--- src/rtl/fetch_stage.sv ---
// rtl/fetch_stage.sv - instruction fetch stage with in-flight tracking and 2-entry output FIFO

`ifndef INSTR_WIDTH
`define INSTR_WIDTH 32
`endif
`ifndef logDepthMem
`define logDepthMem 8
`endif

module fetch_stage #(
  parameter int                   WIDTH     = `INSTR_WIDTH,
  parameter int                   LOG_DEPTH = `logDepthMem,
  parameter logic [LOG_DEPTH-1:0] RESET_PC  = '0
) (
  input  logic                 clk,
  input  logic                 rst,
  output logic [LOG_DEPTH-1:0] instrAddress,
  input  logic [WIDTH-1:0]     instr,
  input  logic                 redirect_valid,
  input  logic [LOG_DEPTH-1:0] redirect_addr,
  output logic                 if_valid,
  input  logic                 if_ready,
  output logic [WIDTH-1:0]     if_instr,
  output logic [LOG_DEPTH-1:0] if_pc
);

  // Fetch-side state: next address to issue and the single outstanding read.
  logic [LOG_DEPTH-1:0] pc;
  logic                 infl;
  logic [LOG_DEPTH-1:0] infl_pc;

  // Output FIFO: head entry drives the outputs, tail is the overflow slot.
  logic [1:0]           count;
  logic [WIDTH-1:0]     head_instr;
  logic [LOG_DEPTH-1:0] head_pc;
  logic [WIDTH-1:0]     tail_instr;
  logic [LOG_DEPTH-1:0] tail_pc;

  logic                 pop;
  logic                 capture;
  logic                 issue;
  logic [1:0]           count_after_pop;
  logic [2:0]           occupancy;

  // Occupancy counts the entry leaving this edge as free, so a full pipe
  // with decode draining every cycle keeps issuing one fetch per cycle.
  always_comb begin
    pop             = (count != 2'd0) && if_ready;
    capture         = infl;
    count_after_pop = count - {1'b0, pop};
    occupancy       = {1'b0, count_after_pop} + {2'b00, infl};
    issue           = !redirect_valid && (occupancy < 3'd2);
  end

  assign instrAddress = pc;
  assign if_valid     = (count != 2'd0);
  assign if_instr     = head_instr;
  assign if_pc        = head_pc;

  // PC and in-flight tracking; a redirect squashes the outstanding read.
  always_ff @(posedge clk or negedge rst) begin
    if (!rst) begin
      pc      <= RESET_PC;
      infl    <= 1'b0;
      infl_pc <= '0;
    end else if (redirect_valid) begin
      pc   <= redirect_addr;
      infl <= 1'b0;
    end else if (issue) begin
      pc      <= pc + LOG_DEPTH'(1);
      infl    <= 1'b1;
      infl_pc <= pc;
    end else begin
      infl <= 1'b0;
    end
  end

  // FIFO update: pop shifts tail into head, capture lands in the first free slot.
  always_ff @(posedge clk or negedge rst) begin
    if (!rst) begin
      count      <= 2'd0;
      head_instr <= '0;
      head_pc    <= '0;
      tail_instr <= '0;
      tail_pc    <= '0;
    end else if (redirect_valid) begin
      count <= 2'd0;
    end else begin
      if (capture && (count_after_pop == 2'd0)) begin
        head_instr <= instr;
        head_pc    <= infl_pc;
      end else if (pop) begin
        head_instr <= tail_instr;
        head_pc    <= tail_pc;
      end
      if (capture && (count_after_pop == 2'd1)) begin
        tail_instr <= instr;
        tail_pc    <= infl_pc;
      end
      count <= count_after_pop + {1'b0, capture};
    end
  end

endmodule

--- config.mk ---
export PLATFORM = sky130hd
export DESIGN_NAME = fetch_stage
export DESIGN_NICKNAME = d
export VERILOG_FILES = /design/src/rtl/fetch_stage.sv
export SDC_FILE = /design/constraint.sdc
export NUM_CORES = 1
export LEC_CHECK = 0
export ABC_CLOCK_PERIOD_IN_PS = 3200
export BUFFER_PORTS_ARGS = -buffer_cell sky130_fd_sc_hd__buf_2
export CAP_MARGIN = 0
export CORE_AREA = 8 8 100 102
export CTS_BUF_LIST = sky130_fd_sc_hd__clkbuf_4
export CTS_CLUSTER_DIAMETER = 30
export DETAILED_ROUTE_END_ITERATION = 8
export DIE_AREA = 0 0 108 110
export PLACE_DENSITY = 0.83
export SKIP_LAST_GASP = 1
export SYNTH_ARGS = -nofsm -noshare
export SYNTH_HDL_FRONTEND = slang
export SYNTH_SLANG_ARGS = --single-unit
--- constraint.sdc ---
create_clock -name clk -period 3.2 [get_ports clk]
set_input_delay 0.48 -clock clk [delete_from_list [all_inputs] [get_ports clk]]
set_output_delay 0.48 -clock clk [all_outputs]
set_load 0.01 [all_outputs]
==> results of run 1 <==
[power breakdown]
part | leakage [nW] | switching, mW | internal, mW
logic | 1.30 | 0.934 | 1.45
clock network | 0.0779 | 0.409 | 0.238
registers | 1.21 | 0.363 | 1.84
[cells by family after synthesis]
kind of cell / synth area share
multiplexers: 0.353
AND/OR/NAND/NOR: 0.0375
XOR/XNOR: 0.0116
adder cells (fa/ha/maj): 0.00827
flip-flops: 0.546
AO/OA/AOI/OAI: 0.0110
buffers and inverters: 0.0331
[cells in the final DEF, fill, tap and decap left out]
cell       instances
nand2_1            9
clkinv_2           3
o21ai_0            9
mux2i_1            1
nor2_1             1
buf_2             91
nand4_1            4
mux2_2            88
or3b_2             1
ha_1               3
a21oi_4            1
or4_1              3
or2_2              1
buf_12             1
dfrtp_1           99
xnor2_1            2
buf_4              6
clkbuf_4           9
inv_6              2
bufinv_16          1
nand3_1            5
mux2_4            40
xor2_1             4
clkinv_1           1
inv_1              2
nand3b_1           1
nand2b_1           1
nor2b_1            5
[registers in the layout, summed over array words and instances (netlist names)]
name and cells:
capture 1, count 2, if_instr 32, if_pc 8, infl_pc 8, instrAddress 8, tail_instr 32, tail_pc 8
[per-stage QoR]
step | hold WS, ns | instances
2_1_floorplan | 0.184 | 297
3_5_place_dp | 0.487 | 486
4_1_cts | 0.207 | 502
6_report | 0.240 | 502
5_1_grt | 0.205 | 502
3_3_place_gp | 0.484 | 486
[metal layers]
layer	GRT usage	vias to the layer above
li1	-	1250
met1	0.204	1322
met2	0.246	68
met3	0.0517	6
met4	0.0357	0
met5	0	-
[worst min path at each step]
stage	start	endpoint	slack (ns)
2_1_floorplan	rst	capture$_DFF_PN0_	0.18
6_report	rst	tail_instr[19]$_DFFE_PN0P_	0.24
5_1_grt	redirect_addr[6]	instrAddress[6]$_DFFE_PN0P_	0.21
4_1_cts	redirect_addr[6]	instrAddress[6]$_DFFE_PN0P_	0.21
3_3_place_gp	tail_instr[22]$_DFFE_PN0P_	tail_instr[22]$_DFFE_PN0P_	0.48
3_5_place_dp	tail_pc[6]$_DFFE_PN0P_	tail_pc[6]$_DFFE_PN0P_	0.49
[layout make-up]
cell class,count,area (sq um)
Sequential cell,99,2480
Multi-Input combinational cell,179,1920
Tap cell,108,135
Clock buffer,9,67.6
Fill cell,661,3270
Timing Repair Buffer,98,520
Clock inverter,7,66.3
Inverter,2,7.51
==> impl_metrics.tcl, run 1 <==
set metrics [dict create \
    status "finished, final reports clean" \
    cap_viol_max_count 0 \
    die_w_um 108 \
    slew_headroom 0.278 \
    netlist.area_leader.share 0.546 \
    period_minus_slack_ns 2.72 \
    numCtsBuffers 9 \
    cp-end-kind "register" \
    synthTopCellsByArea "dfrtp_1 (55%), mux2_2 (22%), mux2_4 (13%)" \
    grt_pass1_vias 2892 \
    synth_top_cell_by_area "dfrtp_1" \
    syn-instance-count 297 \
    start_util 0.536 \
    rsz0062_at_grt "false" \
    antenna_left 0 \
    stdcell_area_sq_mm 0.00520 \
    critical_path.top_delay_family "simple AND/OR/NAND/NOR gates" \
    synth_enable_flop_cells 0 \
    portBuffers 92 \
    worst_slack_ns 0.482 \
    grt_pass1_wl_um 14700 \
    cts_hold_buf 0 \
    ir_drop_uv 550 \
    nets 436 \
    synth-seq-area-share 0.546 \
    timing.reg2reg.setup_slack_ns 0.48 \
    crit_path_cell_trace "o21ai_0 -> inv_1 -> ha_1 -> nand2b_1 -> or3b_2 -> buf_4 -> mux2_4" \
    synth_fp_nets 344 \
    gr-total-overflow 0 \
    avgRoutedWirePerCell_um 17.6 \
    r2r_end "tail_instr[4]$_DFFE_PN0P_" \
    startpoint_type "register" \
    arrival_ns 3.03 \
    rr_startpoint "count[1]$_DFF_PN0_" \
    clock_skew_ns 0.0202 \
    firstDrtPassIters 4 \
    total_power_mw 5.24 \
    io_pins 93 \
    top_layer_used "met4" \
    drv_slew 0 \
    ys_ff_latch 99 \
    post-place-ws_ns 0.498 \
    hold_viol 0 \
    hold_class "input port to asynchronous set/reset pin" \
    syn_area_per_cell_sq_um 15.3 \
    synth.distinct_cells 25 \
    worstSetupPathType "register to register" \
    vias 2646 \
    cts_resized 0 \
    path_max_fanout 40 \
    final_util 0.614 \
    path_clk_slew_ns 0.16 \
    place_area_sq_mm 0.00506 \
    globalplace.congestion 0.729 \
    m1WireLength_um 3980 \
    slowest_stage "or3b_2" \
    antenna_found_initial 0 \
    tightestPinTransition_ns 1.08 \
    die-area_sq_mm 0.0119 \
    cts_setup_buffers 0 \
    syn_to_final_growth_pct 14.5 \
    critical_path_buf_inv_count 2 \
    diodes 0 \
    leakagePower_nw 2.58 \
    core_sq_mm 0.00847 \
    row_count 34 \
    powerDensity_mw_per_mm2 1010 \
    synthArstFlopShare 1.00 \
    die_y_um 110 \
    max_freq_mhz 368 \
    synth_commonest_cells "dfrtp_1 (99), mux2_2 (88), mux2_4 (40)" \
    wl_met3_um 575 \
    cp.required_ns 3.51 \
    synthFlopType "dfrtp_1" \
    drive_above_1_share 0.619 \
    post-route-drc-count 0 \
    worstRegToRegCells 7 \
    clock_path_buffers 2 \
    fin_crit_sh 0.849 \
    critical_path.max_stage_delay_ns 0.44 \
    dp_hpwl_um 6070 \
    drt-vias-per-instance 5.27 \
    yosys_warnings 0 \
    routed_wl_um 8830 \
    clock_sinks 99 \
    cts_tree "built" \
    synthesis.area_sq_mm 0.00454 \
    drtIter0Drc 68 \
    track_usage 0.156 \
    wl_met2_um 4210 \
    crit_end "tail_instr[4]$_DFFE_PN0P_" \
    insertion_delay_ns 0.44 \
    cts.htree.levels 3 \
    clockRootBuffer "clkbuf_4" \
    grt_start_max_net_pins 88 \
    tns_ns 0 \
    startpoint "count[1]$_DFF_PN0_" \
    setup_violations 0 \
    cp_num_cells 7 \
    yosysMostFrequentCell "dfrtp_1" \
]
(Power assumes the default switching activity.)
==> inputs of run 2 (changes only) <==
==> config.mk (replaced) <==
export PLATFORM = sky130hd
export DESIGN_NAME = fetch_stage
export DESIGN_NICKNAME = d
export VERILOG_FILES = /design/src/rtl/fetch_stage.sv
export SDC_FILE = /design/constraint.sdc
export NUM_CORES = 1
export LEC_CHECK = 0
export ABC_AREA = 1
export ABC_CLOCK_PERIOD_IN_PS = 2600
export BUFFER_PORTS_ARGS = -buffer_cell sky130_fd_sc_hd__buf_2
export CAP_MARGIN = 0
export CORE_AREA = 8 8 102 104
export CTS_BUF_LIST = sky130_fd_sc_hd__clkbuf_4
export CTS_CLUSTER_DIAMETER = 30
export DETAILED_ROUTE_END_ITERATION = 8
export DIE_AREA = 0 0 110 112
export PLACE_DENSITY = 0.82
export SKIP_LAST_GASP = 1
export SYNTH_ARGS = -nofsm -noshare
export SYNTH_HDL_FRONTEND = slang
export SYNTH_SLANG_ARGS = --single-unit
==> constraint.sdc (replaced) <==
create_clock -name clk -period 2.6 [get_ports clk]
set_input_delay 0.39 -clock clk [delete_from_list [all_inputs] [get_ports clk]]
set_output_delay 0.39 -clock clk [all_outputs]
set_load 0.01 [all_outputs]
==> impl_metrics.tcl, run 2 <==
set metrics [dict create \
    status "finished, final reports clean" \
    seq_area_sq_mm 0.00248 \
    synthFlopType "dfrtp_1" \
    cp-end-kind "register" \
    place_inst 765 \
    drtIter0Drc 306 \
    grt_use_met1 0.268 \
    start_util 0.528 \
    die_w_um 110 \
    period_minus_slack_ns 2.30 \
    synth-seq-area-share 0.528 \
    ir_drop_uv 806 \
    worstSetupPathType "register to register" \
    post-route-drc-count 0 \
    dp_hpwl_um 7930 \
    clock_sinks 99 \
    cts.htree.levels 3 \
    grt_start_max_net_pins 65 \
    cts_hold_buf 0 \
    track_usage 0.202 \
    drv_slew 0 \
    portBuffers 92 \
    syn_to_final_growth_pct 14.4 \
    layout_common_cells "nand2_1 (256), dfrtp_1 (99), buf_2 (91)" \
    use_met2 0.323 \
    max_freq_mhz 435 \
    die-area_sq_mm 0.0123 \
    antenna_left 0 \
    multi_input_area_sq_mm 0.00197 \
    clock_skew_ns 0.0150 \
    tns_ns 0 \
    core_sq_mm 0.00889 \
    path_max_fanout 46 \
    netlist.area_leader.share 0.528 \
    crit_path_cell_trace "inv_2 -> nand2_1 -> nand2_1 -> inv_1 -> ha_1 -> xnor2_4 -> buf_4 -> nand2_4 -> nand2_1 -> o21ai_1" \
    final_common_cell "nand2_1" \
    ys_ff_latch 99 \
    globalplace.congestion 0.789 \
    io_pins 93 \
    diodes 0 \
    antenna_found_initial 0 \
    clockRootBuffer "clkbuf_4" \
    critical_path.top_delay_family "simple AND/OR/NAND/NOR gates" \
    post-place-ws_ns 0.317 \
    hold_viol 0 \
    synth_fp_nets 639 \
    slew_headroom 0.453 \
    synthesis.area_sq_mm 0.00469 \
    drive_above_1_share 0.193 \
    avgRoutedWirePerCell_um 15.1 \
    cp.required_ns 2.92 \
    p_sw_frac 0.466 \
    fin_crit_sh 0.885 \
    rsz0062_at_grt "false" \
    startpoint_type "register" \
    worst_slack_ns 0.300 \
    hold_class "input port to asynchronous set/reset pin" \
    intPower_mw 3.62 \
    synth_top_cell_by_area "dfrtp_1" \
    final_cells 781 \
    cts_resized 0 \
    clock_path_buffers 2 \
    cap_viol_max_count 0 \
    cts_tree "built" \
    grt_pass1_vias 4177 \
    fillerInstances 807 \
    grt_pass1_wl_um 20100 \
    synthArstFlopShare 1.00 \
    p_sw_mw 3.15 \
    tightestPinTransition_ns 0.821 \
    path_clk_slew_ns 0.14 \
    drt-vias-per-instance 5.42 \
    vias 4231 \
    final_util 0.604 \
    sequentialPowerShare 0.386 \
    insertion_delay_ns 0.45 \
    synth_enable_flop_cells 0 \
    whs_ns 0.0243 \
    synth_commonest_cells "nand2_1 (256), dfrtp_1 (99), nand3_1 (85)" \
    leakagePower_nw 3.04 \
    gr-total-overflow 0 \
    setup_violations 0 \
    syn_area_per_cell_sq_um 7.92 \
    powerDensity_mw_per_mm2 1260 \
    slowest_stage "dfrtp_1" \
    critical_path_buf_inv_count 3 \
    grt_busiest_layer "met2" \
    syn-instance-count 592 \
    power_frac_comb 0.496 \
    p_clk_frac 0.118 \
    firstDrtPassIters 4 \
    yosysMostFrequentCell "nand2_1" \
    yosys_warnings 0 \
    routed_wl_um 11800 \
    cts_setup_buffers 0 \
    row_count 35 \
    nets 712 \
    numCtsBuffers 9 \
    synth.distinct_cells 22 \
    die_y_um 112 \
    crit_top_cell "nand2_1" \
    synthTopCellsByArea "dfrtp_1 (53%), nand2_1 (20%), nand3_1 (9.1%)" \
    met3_usage 0.0358 \
    arrival_ns 2.62 \
    critical_path.max_stage_delay_ns 0.47 \
]
run 2: cell count changes after synthesis, sizes merged, moves of 4 or more:
cell / previous run / this run
xor2: 4 / 0
a22oi: 0 / 5
nor2: 1 / 16
buf: 14 / 31
nor2b: 5 / 0
nand4: 4 / 41
inv: 2 / 19
a21oi: 1 / 8
mux2: 128 / 0
clkbuf: 3 / 11
nand3: 5 / 85
nand2: 9 / 259
o21ai: 9 / 13
run 2: worst reg2reg max path: cells and delay by family, from the launching register on:
kind,cells,cell delay (ns)
flip-flops,1,0.47
adder cells (fa/ha/maj),1,0.24
buffers and inverters,3,0.51
AND/OR/NAND/NOR,4,0.70
AO/OA/AOI/OAI,1,0.09
XOR/XNOR,1,0.17
run 2: final cells by class:
class,instances,share of cell area
clock buffers,9,0.0126
clock inverters,7,0.0126
inverters,19,0.0133
multi-input cells,432,0.366
flip-flops and latches,99,0.462
well taps,111,0.0259
repair buffers,104,0.108
run 2: layer usage:
layer  vias up  share of wire
met5         -              0
met4         0          0.020
met3        18          0.077
met2       149           0.47
met1      1976           0.43
li1       2088              -
run 2: kinds of logic after synthesis:
| group | share of synthesized area |
|---|---|
| adder cells (fa/ha/maj) | 0.00800 |
| AND/OR/NAND/NOR | 0.372 |
| flip-flops | 0.528 |
| AO/OA/AOI/OAI | 0.0320 |
| buffers and inverters | 0.0563 |
| XOR/XNOR | 0.00347 |
run 2: final timing paths:
| path | start | to | slack [ns] | cells after the start |
|---|---|---|---|---|
| setup reg to reg | count[1]$_DFF_PN0_ | tail_pc[6]$_DFFE_PN0P_ | 0.30 | 10 |
| min in group clk | redirect_addr[3] | instrAddress[3]$_DFFE_PN0P_ | 0.17 | 3 |
| max in group asynchronous | rst | instrAddress[5]$_DFFE_PN0P_ | 1.89 | 2 |
| hold reg to reg | tail_instr[16]$_DFFE_PN0P_ | tail_instr[16]$_DFFE_PN0P_ | 0.49 | 2 |
| setup / recovery | count[1]$_DFF_PN0_ | tail_pc[6]$_DFFE_PN0P_ | 0.30 | 10 |
| hold / removal | rst | if_instr[23]$_DFFE_PN0P_ | 0.02 | 1 |
run 2: power groups by stage:
stage	registers, mW	clock network, mW	logic, mW
finish	2.62	0.800	3.36
floorplan	2.70	0	2.24
CTS	2.61	0.817	3.37
detailed placement	2.64	0	3.35
global placement	2.60	0	3.24
global route	2.70	0.887	3.81
run 2: through the flow:
step / cell area (sq um) / power [mW]
final: 5370 / 6.77
after global routing: 5370 / 7.39
after floorplan: 4690 / 4.94
after CTS: 5370 / 6.80
after detailed placement: 5230 / 6.00
after global placement: 5230 / 5.84
==> inputs of run 3 (changes only) <==
--- a/config.mk
+++ b/config.mk
@@ -11,10 +11,9 @@
 export CAP_MARGIN = 0
 export CORE_AREA = 8 8 102 104
 export CTS_BUF_LIST = sky130_fd_sc_hd__clkbuf_4
-export CTS_CLUSTER_DIAMETER = 30
 export DETAILED_ROUTE_END_ITERATION = 8
 export DIE_AREA = 0 0 110 112
-export PLACE_DENSITY = 0.82
+export PLACE_DENSITY = 0.85
 export SKIP_LAST_GASP = 1
 export SYNTH_ARGS = -nofsm -noshare
 export SYNTH_HDL_FRONTEND = slang
==> impl_metrics.tcl, run 3 (synthesis results as in run 2) <==
set metrics [dict create \
    grt_pass1_wl_um 19400 \
    path_max_fanout 17 \
    place_inst 765 \
    powerDensity_mw_per_mm2 1250 \
    tightestPinTransition_ns 0.635 \
    avgRoutedWirePerCell_um 14.9 \
    hold_class "input port to register" \
    layout_common_cells "nand2_1 (256), dfrtp_1 (99), buf_2 (91)" \
    grt_pass1_vias 4177 \
    r2r_end "instrAddress[0]$_DFFE_PN0P_" \
    tns_ns 0 \
    fin_crit_sh 0.874 \
    die-area_sq_mm 0.0123 \
    final_cells 782 \
    max_freq_mhz 440 \
    portBuffers 92 \
    clock_skew_ns 0.0141 \
    stdcell_area_sq_mm 0.00536 \
    arrival_ns 2.59 \
    io_pins 93 \
    hold_start "redirect_addr[3]" \
    drv_slew 0 \
    slew_headroom 0.577 \
    track_usage 0.194 \
    path_clk_slew_ns 0.14 \
    vias 4231 \
    row_count 35 \
    drt-vias-per-instance 5.41 \
    rsz0062_at_grt "false" \
    cp.required_ns 2.91 \
    timing.reg2reg.setup_slack_ns 0.33 \
    drive_above_1_share 0.191 \
    drtIter0Drc 258 \
    nets 713 \
    clockRootBuffer "clkbuf_4" \
    clock_path_buffers 2 \
    cp-end-kind "register" \
    place_area_sq_mm 0.00522 \
    rr_startpoint "count[1]$_DFF_PN0_" \
    cts_tree "built" \
    core_sq_mm 0.00889 \
    crit_path_cell_trace "inv_2 -> nand2_1 -> nand2_1 -> inv_1 -> ha_1 -> inv_2 -> nand2_2 -> ha_1 -> nand2_2 -> nor2_1 -> a21oi_1 -> o21ai_1" \
    fillerInstances 800 \
    whs_ns 0.191 \
    status "finished, final reports clean" \
    hold_viol 0 \
    worstRegToRegCells 12 \
    firstDrtPassIters 4 \
    cts.htree.levels 3 \
    critical_path.max_stage_delay_ns 0.47 \
    ir_drop_uv 766 \
    worstSetupPathType "register to register" \
    syn_to_final_growth_pct 14.3 \
    cts_resized 0 \
    period_minus_slack_ns 2.27 \
    dp_hpwl_um 7840 \
    worst_slack_ns 0.327 \
    min_to "instrAddress[3]$_DFFE_PN0P_" \
    diodes 0 \
    post-route-drc-count 0 \
    final_common_cell "nand2_1" \
    gr-total-overflow 0 \
    startpoint_type "register" \
    critical_path_buf_inv_count 3 \
    antenna_left 0 \
    cap_viol_max_count 0 \
    die_y_um 112 \
    globalplace.congestion 0.823 \
    leakagePower_nw 3.04 \
    min_path_cells 3 \
    post-place-ws_ns 0.360 \
    numCtsBuffers 9 \
    grt_start_max_net_pins 53 \
    die_w_um 110 \
    final_util 0.603 \
    total_power_mw 6.72 \
    antenna_found_initial 0 \
    clock_sinks 99 \
    critical_path.top_delay_family "simple AND/OR/NAND/NOR gates" \
    slowest_stage "dfrtp_1" \
    start_util 0.528 \
    setup_violations 0 \
    insertion_delay_ns 0.43 \
    routed_wl_um 11600 \
]
[run 3: layout make-up]
cell class / count / area (sq um) / share of cell area
inverter: 19 / 71.3 / 0.0133
sequential: 99 / 2480 / 0.462
multi-input combinational: 432 / 1970 / 0.367
clock buffer: 10 / 75.1 / 0.0140
timing repair buffer: 105 / 576 / 0.107
tap: 111 / 139 / 0.0259
clock inverter: 6 / 56.3 / 0.0105
[run 3: worst max path at each step]
stage / start / endpoint / depth (start not counted) / slack, ns
detailed placement: count[1]$_DFF_PN0_ / tail_pc[0]$_DFFE_PN0P_ / 10 / 0.36
global placement: count[1]$_DFF_PN0_ / tail_pc[6]$_DFFE_PN0P_ / 10 / 0.47
finish: count[1]$_DFF_PN0_ / instrAddress[0]$_DFFE_PN0P_ / 12 / 0.33
floorplan: count[1]$_DFF_PN0_ / instrAddress[2]$_DFFE_PN0P_ / 12 / 0.29
global route: count[1]$_DFF_PN0_ / instrAddress[2]$_DFFE_PN0P_ / 12 / 0.08
CTS: count[1]$_DFF_PN0_ / instrAddress[2]$_DFFE_PN0P_ / 12 / 0.33
[run 3: routing by layer]
metal | GRT usage | part of all wire | wire length, um
met3 | 0.0474 | 0.082 | 954
met5 | 0 | 0 | 0
met1 | 0.257 | 0.43 | 5030
met4 | 0.0739 | 0.011 | 125
met2 | 0.298 | 0.48 | 5530
[run 3: tightest hold or removal path: cells and delay by family]
kind                   cells  cell delay (ns)
buffers and inverters      1             0.07
AND/OR/NAND/NOR            2             0.13
[run 3: what timing repair did]
item,4_1_cts,5_1_grt
hold endpoints to repair,46,0
endpoints found under the setup margin,0,0
setup buffers,0,0
hold buffers,1,0
[run 3: power breakdown]
| group | internal (mW) | leakage, nW | switching [mW] |
|---|---|---|---|
| clock | 0.298 | 0.0752 | 0.487 |
| sequential | 2.20 | 1.25 | 0.395 |
| combinational | 1.11 | 1.71 | 2.23 |
| total | 3.61 | 3.04 | 3.11 |
